`config.mk`:
```
export PLATFORM = sky130hd
export DESIGN_NAME = crc32_64bit_check
export DESIGN_NICKNAME = d
export VERILOG_FILES = /design/src/rtl/crc32_64bit_check_pkg.sv /design/src/rtl/crc32_64bit_check_d64.sv /design/src/rtl/crc32_64bit_check.sv
export SDC_FILE = /design/constraint.sdc
export NUM_CORES = 1
export LEC_CHECK = 0
export ABC_AREA = 1
export CORE_AREA = 2 2 202 204
export CTS_CLUSTER_SIZE = 20
export DETAILED_ROUTE_END_ITERATION = 7
export DIE_AREA = 0 0 204 206
export PLACE_DENSITY = 0.58
export SLEW_MARGIN = 25
export SYNTH_ARGS = -nofsm -noshare
export SYNTH_HDL_FRONTEND = slang
export SYNTH_SLANG_ARGS = --single-unit
```
`constraint.sdc`:
```
create_clock -name clk -period 8.9 [get_ports clk]
set_input_delay 1.78 -clock clk [delete_from_list [all_inputs] [get_ports clk]]
set_output_delay 1.78 -clock clk [all_outputs]
set_load 0.005 [all_outputs]
```
`src/rtl/crc32_64bit_check_pkg.sv`:
```
// Shared CRC-32 (IEEE 802.3) constants, checker FSM states and the bit-reflect helper.
// Combinational helpers only; no latency, no flow control.
package crc32_64bit_check_pkg;

  localparam logic [31:0] CRC32_POLY   = 32'h04C11DB7;
  localparam logic [31:0] CRC32_INIT   = 32'hFFFFFFFF;
  localparam logic [31:0] CRC32_XOROUT = 32'hFFFFFFFF;

  typedef enum logic {
    IDLE = 1'b0,
    ACC  = 1'b1
  } state_t;

  function automatic logic [7:0] reflect8(input logic [7:0] b);
    logic [7:0] r;
    for (int i = 0; i < 8; i++) r[i] = b[7-i];
    return r;
  endfunction

endpackage

```
`src/rtl/crc32_64bit_check_d64.sv`:
```
// CRC32_D64: combinational MSB-first CRC-32 update over one 64-bit word (unreflected state).
// Zero latency, no flow control.
module crc32_64bit_check_d64
  import crc32_64bit_check_pkg::*;
(
  input  logic [63:0] data_in,
  input  logic [31:0] crc_last,
  output logic [31:0] crc_out
);

  logic [31:0] c;

  always_comb begin
    c = crc_last;
    for (int i = 63; i >= 0; i--) begin
      c = {c[30:0], 1'b0} ^ ((c[31] ^ data_in[i]) ? CRC32_POLY : 32'h0);
    end
    crc_out = c;
  end

endmodule

```
`src/rtl/crc32_64bit_check.sv`:
```
// Streaming CRC-32 frame checker; result 1 cycle after eop, no backpressure (every valid word accepted).
// Define CRC32_CHK_STATS_EN to add saturating frame_cnt/err_cnt outputs.
module crc32_64bit_check
  import crc32_64bit_check_pkg::*;
#(
  parameter int MAX_WORDS = 256
) (
  input  logic        clk,
  input  logic        reset_n,
  input  logic [63:0] data,
  input  logic        datavalid,
  input  logic        sop,
  input  logic        eop,
  input  logic [31:0] fcs,
  output logic [31:0] crc_out,
  output logic        crc_done,
  output logic        crc_ok,
  output logic        proto_err
`ifdef CRC32_CHK_STATS_EN
  ,
  output logic [31:0] frame_cnt,
  output logic [31:0] err_cnt
`endif
);

  localparam int CW = $clog2(MAX_WORDS + 1);
  localparam logic [CW-1:0] MAX_CNT = CW'(MAX_WORDS);

  state_t        state;
  logic [31:0]   crc_acc;
  logic [CW-1:0] word_cnt;
  logic [CW-1:0] cnt_inc;

  logic [63:0] word_in;
  logic [31:0] crc_last;
  logic [31:0] next_crc;
  logic [31:0] crc_final;
  logic        finish, stray, overflow, restart_err, perr;

  // Byte 0 must enter the MSB-first engine first, bit 0 leading: reverse every byte and the byte order.
  always_comb begin
    word_in = '0;
    for (int k = 0; k < 8; k++) word_in[63-8*k -: 8] = reflect8(data[8*k +: 8]);
  end

  assign crc_last = (sop || state == IDLE) ? CRC32_INIT : crc_acc;

  crc32_64bit_check_d64 u_d64 (
    .data_in  (word_in),
    .crc_last (crc_last),
    .crc_out  (next_crc)
  );

  assign crc_final = CRC32_XOROUT ^ {reflect8(next_crc[7:0]),   reflect8(next_crc[15:8]),
                                     reflect8(next_crc[23:16]), reflect8(next_crc[31:24])};

  assign cnt_inc     = word_cnt + CW'(1);
  assign finish      = datavalid && eop && (sop || state == ACC);
  assign restart_err = datavalid && sop && state == ACC;
  assign stray       = datavalid && !sop && state == IDLE;
  // A frame that fills MAX_WORDS without eop is cut off here; its tail then arrives as stray words.
  assign overflow    = datavalid && !eop &&
                       ((sop && (MAX_WORDS <= 1)) || (!sop && state == ACC && cnt_inc == MAX_CNT));
  assign perr        = restart_err || stray || overflow;

  always_ff @(posedge clk or negedge reset_n) begin
    if (!reset_n) begin
      state     <= IDLE;
      crc_acc   <= CRC32_INIT;
      word_cnt  <= '0;
      crc_out   <= '0;
      crc_ok    <= 1'b0;
      crc_done  <= 1'b0;
      proto_err <= 1'b0;
    end else begin
      crc_done  <= finish;
      proto_err <= perr;
      if (finish) begin
        crc_out <= crc_final;
        crc_ok  <= (crc_final == fcs);
      end
      if (datavalid) begin
        if (finish || overflow || stray) begin
          state    <= IDLE;
          crc_acc  <= CRC32_INIT;
          word_cnt <= '0;
        end else begin
          state    <= ACC;
          crc_acc  <= next_crc;
          word_cnt <= sop ? CW'(1) : cnt_inc;
        end
      end
    end
  end

`ifdef CRC32_CHK_STATS_EN
  logic        mismatch;
  logic [32:0] err_sum;

  assign mismatch = finish && (crc_final != fcs);
  assign err_sum  = {1'b0, err_cnt} + 33'(perr) + 33'(mismatch);

  always_ff @(posedge clk or negedge reset_n) begin
    if (!reset_n) begin
      frame_cnt <= '0;
      err_cnt   <= '0;
    end else begin
      if (finish && frame_cnt != 32'hFFFFFFFF) frame_cnt <= frame_cnt + 32'd1;
      err_cnt <= err_sum[32] ? 32'hFFFFFFFF : err_sum[31:0];
    end
  end
`else
  // Statistics counters not built.
`endif

endmodule

```
Yosys cells after proc, flatten, opt, wreduce, memory -nomap -nowiden
Cells that the tools add are included.

word-level totals
  flip-flop bits (word level) = 77
  word-level logic and storage cells = 227
  input port bits = 101
  output and inout bits = 35

cells by class
  $add $sub $neg = 1
  multiplexer cells = 69
  bitwise gates (word level) = 130
  eq/ne operators = 2
  reduce and logical (&&, ||, !) cells = 18

operators by type and width
  kind                                          count
  XOR 32 bit                                    64
  2-to-1 mux 27 bit                             64
  2-to-1 mux 32 bit                             2
  XOR 1 bit                                     64
  equality test 32 bit                          1
  inverter 32 bit                               1
  2-to-1 mux 9 bit                              2
  logical AND 1 bit                             10
  adder 9 x 1 -> 9 bit (second input constant)  1
  equality test 9 bit (second input constant)   1
  logical OR 1 bit                              6
  logical NOT 1 bit                             2
  2-to-1 mux 1 bit                              1
  inverter 1 bit                                1

Longest topological paths before layout
  depth in word-level cells = 197
  gate-level depth with buffers = 62
  gate-level depth less buffers = 60

Modules after synthesis
From an unflattened synthesis, not the netlist that was laid out.

second synthesis, totals
  cells, all modules = 2718
  area, all modules = 15307.2 um2

modules (own cells, without submodules)
  module                 times used  seq. area each (um2)  cells each  area an instance (um2)
  crc32_64bit_check_d64  1           0.0                   2167        11143.2
  crc32_64bit_check      1           1966.9                551         4164.0

Least setup slack after synthesis
Ideal clock, no wire load.

  kind = input-to-reg
  start point = input port sop
  end point = register crc_ok
  stages = 56
  arrival = 6553 ps
  path buffers = 3
  path slack = 2282 ps
  required time = 8834 ps
  setup time = 66 ps
  cells stage by stage = buf_4 > inv_4 > nand3_1 > nand2_1 > nand2_4 > nor2_1 > inv_2 > nand2_1 > nand2_2 > nand2_4 > inv_4 > nand2_2 > nand2_4 > nand2_1 > nand2_2 > nand2_4 > nand2_8 > inv_2 > [20 not listed] > nand2_1 > nand2_1 > nand2_1 > nand2_2 > buf_6 > nand2_1 > nand2_2 > nand2_1 > inv_2 > nor2_2 > nand2_1 > nand3_1 > nand2_1 > nor2_1 > nand2_1 > nor2_1 > nand3_1 > nand2_1

on the way
  cells in the longest elaborated chain, start to end = 90
  elaborated cells on any way between the ends = 198
  those cells by class = 1 x eq/ne; 65 x mux; 129 x bitwise; 3 x reduce/logical

RTL lines
  element                                                 RTL line                     source
  start: declaration                                      crc32_64bit_check.sv:12      input logic sop,
  logical OR 1 bit                                        crc32_64bit_check.sv:46      assign crc_last = (sop || state == IDLE) ? CRC32_INIT : crc_acc;
  2-to-1 mux 32 bit                                       crc32_64bit_check.sv:46
  XOR 1 bit / XOR 32 bit (equally long branches)          crc32_64bit_check_d64.sv:16  c = {c[30:0], 1'b0} ^ ((c[31] ^ data_in[i]) ? CRC32_POLY : 32'h0);
  2-to-1 mux 27 bit, or another cell as far along         crc32_64bit_check_d64.sv:16
  XOR 32 bit, or another cell as far along (2 in series)  crc32_64bit_check_d64.sv:16
  XOR 32 bit / 2-to-1 mux 27 bit (equally long branches)  crc32_64bit_check_d64.sv:16
  XOR 32 bit (3 in series)                                crc32_64bit_check_d64.sv:16
  XOR 1 bit / XOR 32 bit (equally long branches)          crc32_64bit_check_d64.sv:16
  [68 not listed]                                         n/a
  XOR 32 bit (3 in series)                                crc32_64bit_check_d64.sv:16
  XOR 1 bit / XOR 32 bit (equally long branches)          crc32_64bit_check_d64.sv:16
  2-to-1 mux 27 bit, or another cell as far along         crc32_64bit_check_d64.sv:16
  XOR 32 bit, or another cell as far along (2 in series)  crc32_64bit_check_d64.sv:16
  XOR 32 bit / 2-to-1 mux 27 bit (equally long branches)  crc32_64bit_check_d64.sv:16
  XOR 32 bit                                              crc32_64bit_check_d64.sv:16
  inverter 32 bit (no source line)                        n/a
  equality test 32 bit                                    crc32_64bit_check.sv:80      crc_ok <= (crc_final == fcs);
  end signal: assignment                                  crc32_64bit_check.sv:80
  end: declaration                                        crc32_64bit_check.sv:17      output logic crc_ok,

Parallel ways exist; a longest one is shown, timed or not.
A chain may end at the register's enable or synchronous reset.

Worst setup path in the final report
  start point = input port data[3]
  end point = register crc_ok

on the way
  cells in the longest elaborated chain, start to end = 85
  elaborated cells on any way between the ends = 161
  those cells by class = 1 x eq/ne; 49 x mux; 111 x bitwise

RTL lines
  element                             RTL line                     source
  start: declaration                  crc32_64bit_check.sv:10      input logic [63:0] data,
  XOR 1 bit *                         crc32_64bit_check_d64.sv:16
  2-to-1 mux 27 bit *                 crc32_64bit_check_d64.sv:16
  XOR 32 bit * (6 in series)          crc32_64bit_check_d64.sv:16
  XOR 1 bit                           crc32_64bit_check_d64.sv:16
  2-to-1 mux 27 bit                   crc32_64bit_check_d64.sv:16
  XOR 32 bit * (6 in series)          crc32_64bit_check_d64.sv:16
  XOR 1 bit                           crc32_64bit_check_d64.sv:16
  2-to-1 mux 27 bit                   crc32_64bit_check_d64.sv:16
  [54 not listed]                     n/a
  XOR 1 bit                           crc32_64bit_check_d64.sv:16
  2-to-1 mux 27 bit                   crc32_64bit_check_d64.sv:16
  XOR 32 bit * (6 in series)          crc32_64bit_check_d64.sv:16
  XOR 1 bit                           crc32_64bit_check_d64.sv:16
  2-to-1 mux 27 bit                   crc32_64bit_check_d64.sv:16
  XOR 32 bit *                        crc32_64bit_check_d64.sv:16
  inverter 32 bit (no source line) *  n/a
  equality test 32 bit *              crc32_64bit_check.sv:80

Every way passes the cells marked *; elsewhere a longest branch is shown, timed or not.

==> flow_summary.json <==
{
  "dpl-instance-area_mm2": 0.0183,
  "finalSetupViolations": 0,
  "synth_cell_types": 44,
  "dpl.hpwl_um": 55900,
  "firstDrtPassIters": 7,
  "overflow": 0,
  "timing.slew.headroom_pct": 49.0,
  "groute.usage.overall_pct": 31.3,
  "port_buffers": 135,
  "rows": 74,
  "nFillCells": 4451,
  "antenna_found_initial": 1,
  "grt_pass1_wl_um": 101000,
  "cp-start-kind": "primary input",
  "via_per_inst": 5.20,
  "crit_type": "in -> reg",
  "cap_violations": 0,
  "fin_setup_tns_ps": 0,
  "rr_endpoint": "crc_ok",
  "start_util_pct": 39.4,
  "hold_depth": 2,
  "tightest_slew_ps": 764,
  "multi_input_area_mm2": 0.0123,
  "hold_path.class": "reg -> reg",
  "fmax_mhz": 119,
  "grt_pass1_vias": 17700,
  "r2r_slack_ps": 1420,
  "cp_data_arrival_time_ps": 8660,
  "slowest_stage": "clkdlybuf4s50_1",
  "syn_to_final_growth_pct": 18.3,
  "syn_nets": 3080,
  "post_drt_wl_per_cell_um": 17.7,
  "synthCells": 2977,
  "drc": 0,
  "clock_sinks": 77,
  "first_iter_violations": 1513,
  "routed_wl_um": 66100,
  "hold_slack_ps": 491,
  "cts_buffer_depth": 2,
  "synth_area_per_cell_um2": 5.32,
  "synth_area_mm2": 0.0158,
  "die_x_um": 204,
  "drtAntennaViolNets": 0,
  "crit_path_max_fanout": 12,
  "fin_nets": 3303,
  "ys_ff_latch": 77,
  "layout_min_cycle_time_ps": 8370,
  "slew_viol_final": 0,
  "clock_skew_ps": 6.33,
  "synth_flop_cell": "dfrtp_1",
  "required_ps": 9190,
  "core_mm2": 0.0402,
  "ys_seq_area_share_pct": 12.4,
  "ios": 136,
  "slowest_delay_ps": 490,
  "numCtsBuffers": 9,
  "hp-start": "crc_out[21]",
  "yosys_warnings": 0,
  "cts_tree": "built",
  "cp-startpoint": "data[3]",
  "utilization_pct": 46.6,
  "async_flop_share_pct": 100,
  "hold_end": "crc_out[21]",
  "rr_worst_depth": 50,
  "gp_congestion": 0.988,
  "crit_top_cell": "nand2_1",
  "synth-edff-count": 0,
  "hold_viol_final": 0,
  "path_clk_slew_ps": 60,
  "root_buffer": "clkbuf_16",
  "vias": 19400,
  "hold_buffers": 0,
  "drive_gt1_share_pct": 16.3,
  "r2r_start": "state",
  "endpoint_kind": "register",
  "htree_levels": 3,
  "period_share_pct": 94.1,
  "fin_area_mm2": 0.0187,
  "grt_max_degree": 78,
  "status": "finished, final reports clean",
  "die_area_mm2": 0.0420,
  "seqCellArea_mm2": 0.00197,
  "diodes": 0,
  "clock_latency_ps": 360,
  "die_h_um": 206
}
sequential cells by signal, indices dropped and copies added (netlist names):
register / cells
state: 1
crc_done: 1
proto_err: 1
crc_acc: 32
crc_ok: 1
word_cnt: 9
crc_out: 32
synthesized netlist by cell type, types with 10 or more instances:
| cell type | number | area [um^2] |
|---|---|---|
| nand3b_1 | 35 | 263 |
| clkbuf_1 | 14 | 52.6 |
| inv_2 | 64 | 240 |
| nor2_1 | 70 | 263 |
| nand2_1 | 1443 | 5420 |
| inv_1 | 277 | 1040 |
| buf_6 | 16 | 180 |
| dfstp_2 | 32 | 841 |
| o22ai_1 | 12 | 75.1 |
| nand4_1 | 10 | 62.6 |
| o21ai_0 | 27 | 135 |
| a31oi_1 | 16 | 100 |
| xnor2_1 | 26 | 228 |
| nand3_1 | 448 | 2240 |
| xor2_1 | 93 | 815 |
| nand2_2 | 171 | 1070 |
| nand3_2 | 43 | 430 |
| nand2_4 | 48 | 541 |
| a21oi_1 | 14 | 70.1 |
| dfrtp_1 | 45 | 1130 |
area by class of cell:
cell class	count	area share, %
multi-input combinational	2517	65.7
timing repair buffer	247	11.7
sequential	77	10.5
inverter	348	7.05
tap	532	3.55
clock buffer	12	1.38
clock inverter	4	0.114
metrics by stage:
step	instances	setup slack, ps
floorplan	2977	2280
global route	3737	-2.02
CTS	3730	29.2
finish	3737	529
global placement	3711	-379
detailed placement	3711	-407
cells in the final DEF (no fill, tap or decap), types with 2 or more instances in the layout:
cell,count
inv_4,7
o21bai_1,2
xnor2_1,26
nand3_2,43
dfrtp_1,45
a21oi_1,14
a21o_1,2
clkbuf_1,2
nand3_4,6
nand3_1,448
clkdlybuf4s50_1,133
clkinv_2,3
clkbuf_16,10
nand2_2,168
nor2_4,9
nor2_1,70
dfstp_2,32
inv_1,277
ha_1,2
nand2_1,1443
buf_4,111
a32oi_1,2
o22ai_1,12
xor2_1,92
or2_2,5
or2_1,5
o32ai_1,4
nand2_4,51
nor3_1,4
inv_2,64
nand3b_1,35
a31oi_1,16
a22oi_1,8
o21ai_0,27
nor2_2,5
nand4_1,10
worst max-delay path by stage:
stage / endpoint / cells past startpoint
after CTS: crc_ok / 54
after global routing: crc_ok / 55
final: crc_ok / 55
after floorplan: crc_ok / 56
after global placement: crc_ok / 52
after detailed placement: crc_ok / 52
critical path: cells and delay by family:
family / cells / cell delay [ps]
buffers and inverters: 4 / 850
and+or+nand+nor: 51 / 5970
timing repair:
item	CTS	global route
gates resized for setup	0	6
setup endpoints to repair	1	33
gates cloned	1	0
pin swaps	2	4
setup buffers	2	7
layer usage:
metal	vias to the layer above	part of all wire, %	wire [um]	GRT usage [%]
met5	-	0	0	0
li1	9784	-	-	-
met4	0	2.5	1650	8.44
met3	82	4.5	3000	1.77
met2	562	47	30800	53.2
met1	8986	46	30700	43.0
kinds of logic after synthesis:
family	count (synthesis)	synth area share (%)
buffers and inverters	384	10.1
AND/OR/NAND/NOR	2306	67.3
adder cells (fa/ha/maj)	2	0.158
AO/OA/AOI/OAI	89	3.40
XOR/XNOR	119	6.58
flip-flops	77	12.4
Power is not shown: default switching activity piles up to over one toggle a cycle in this logic, so the estimate is an artifact.
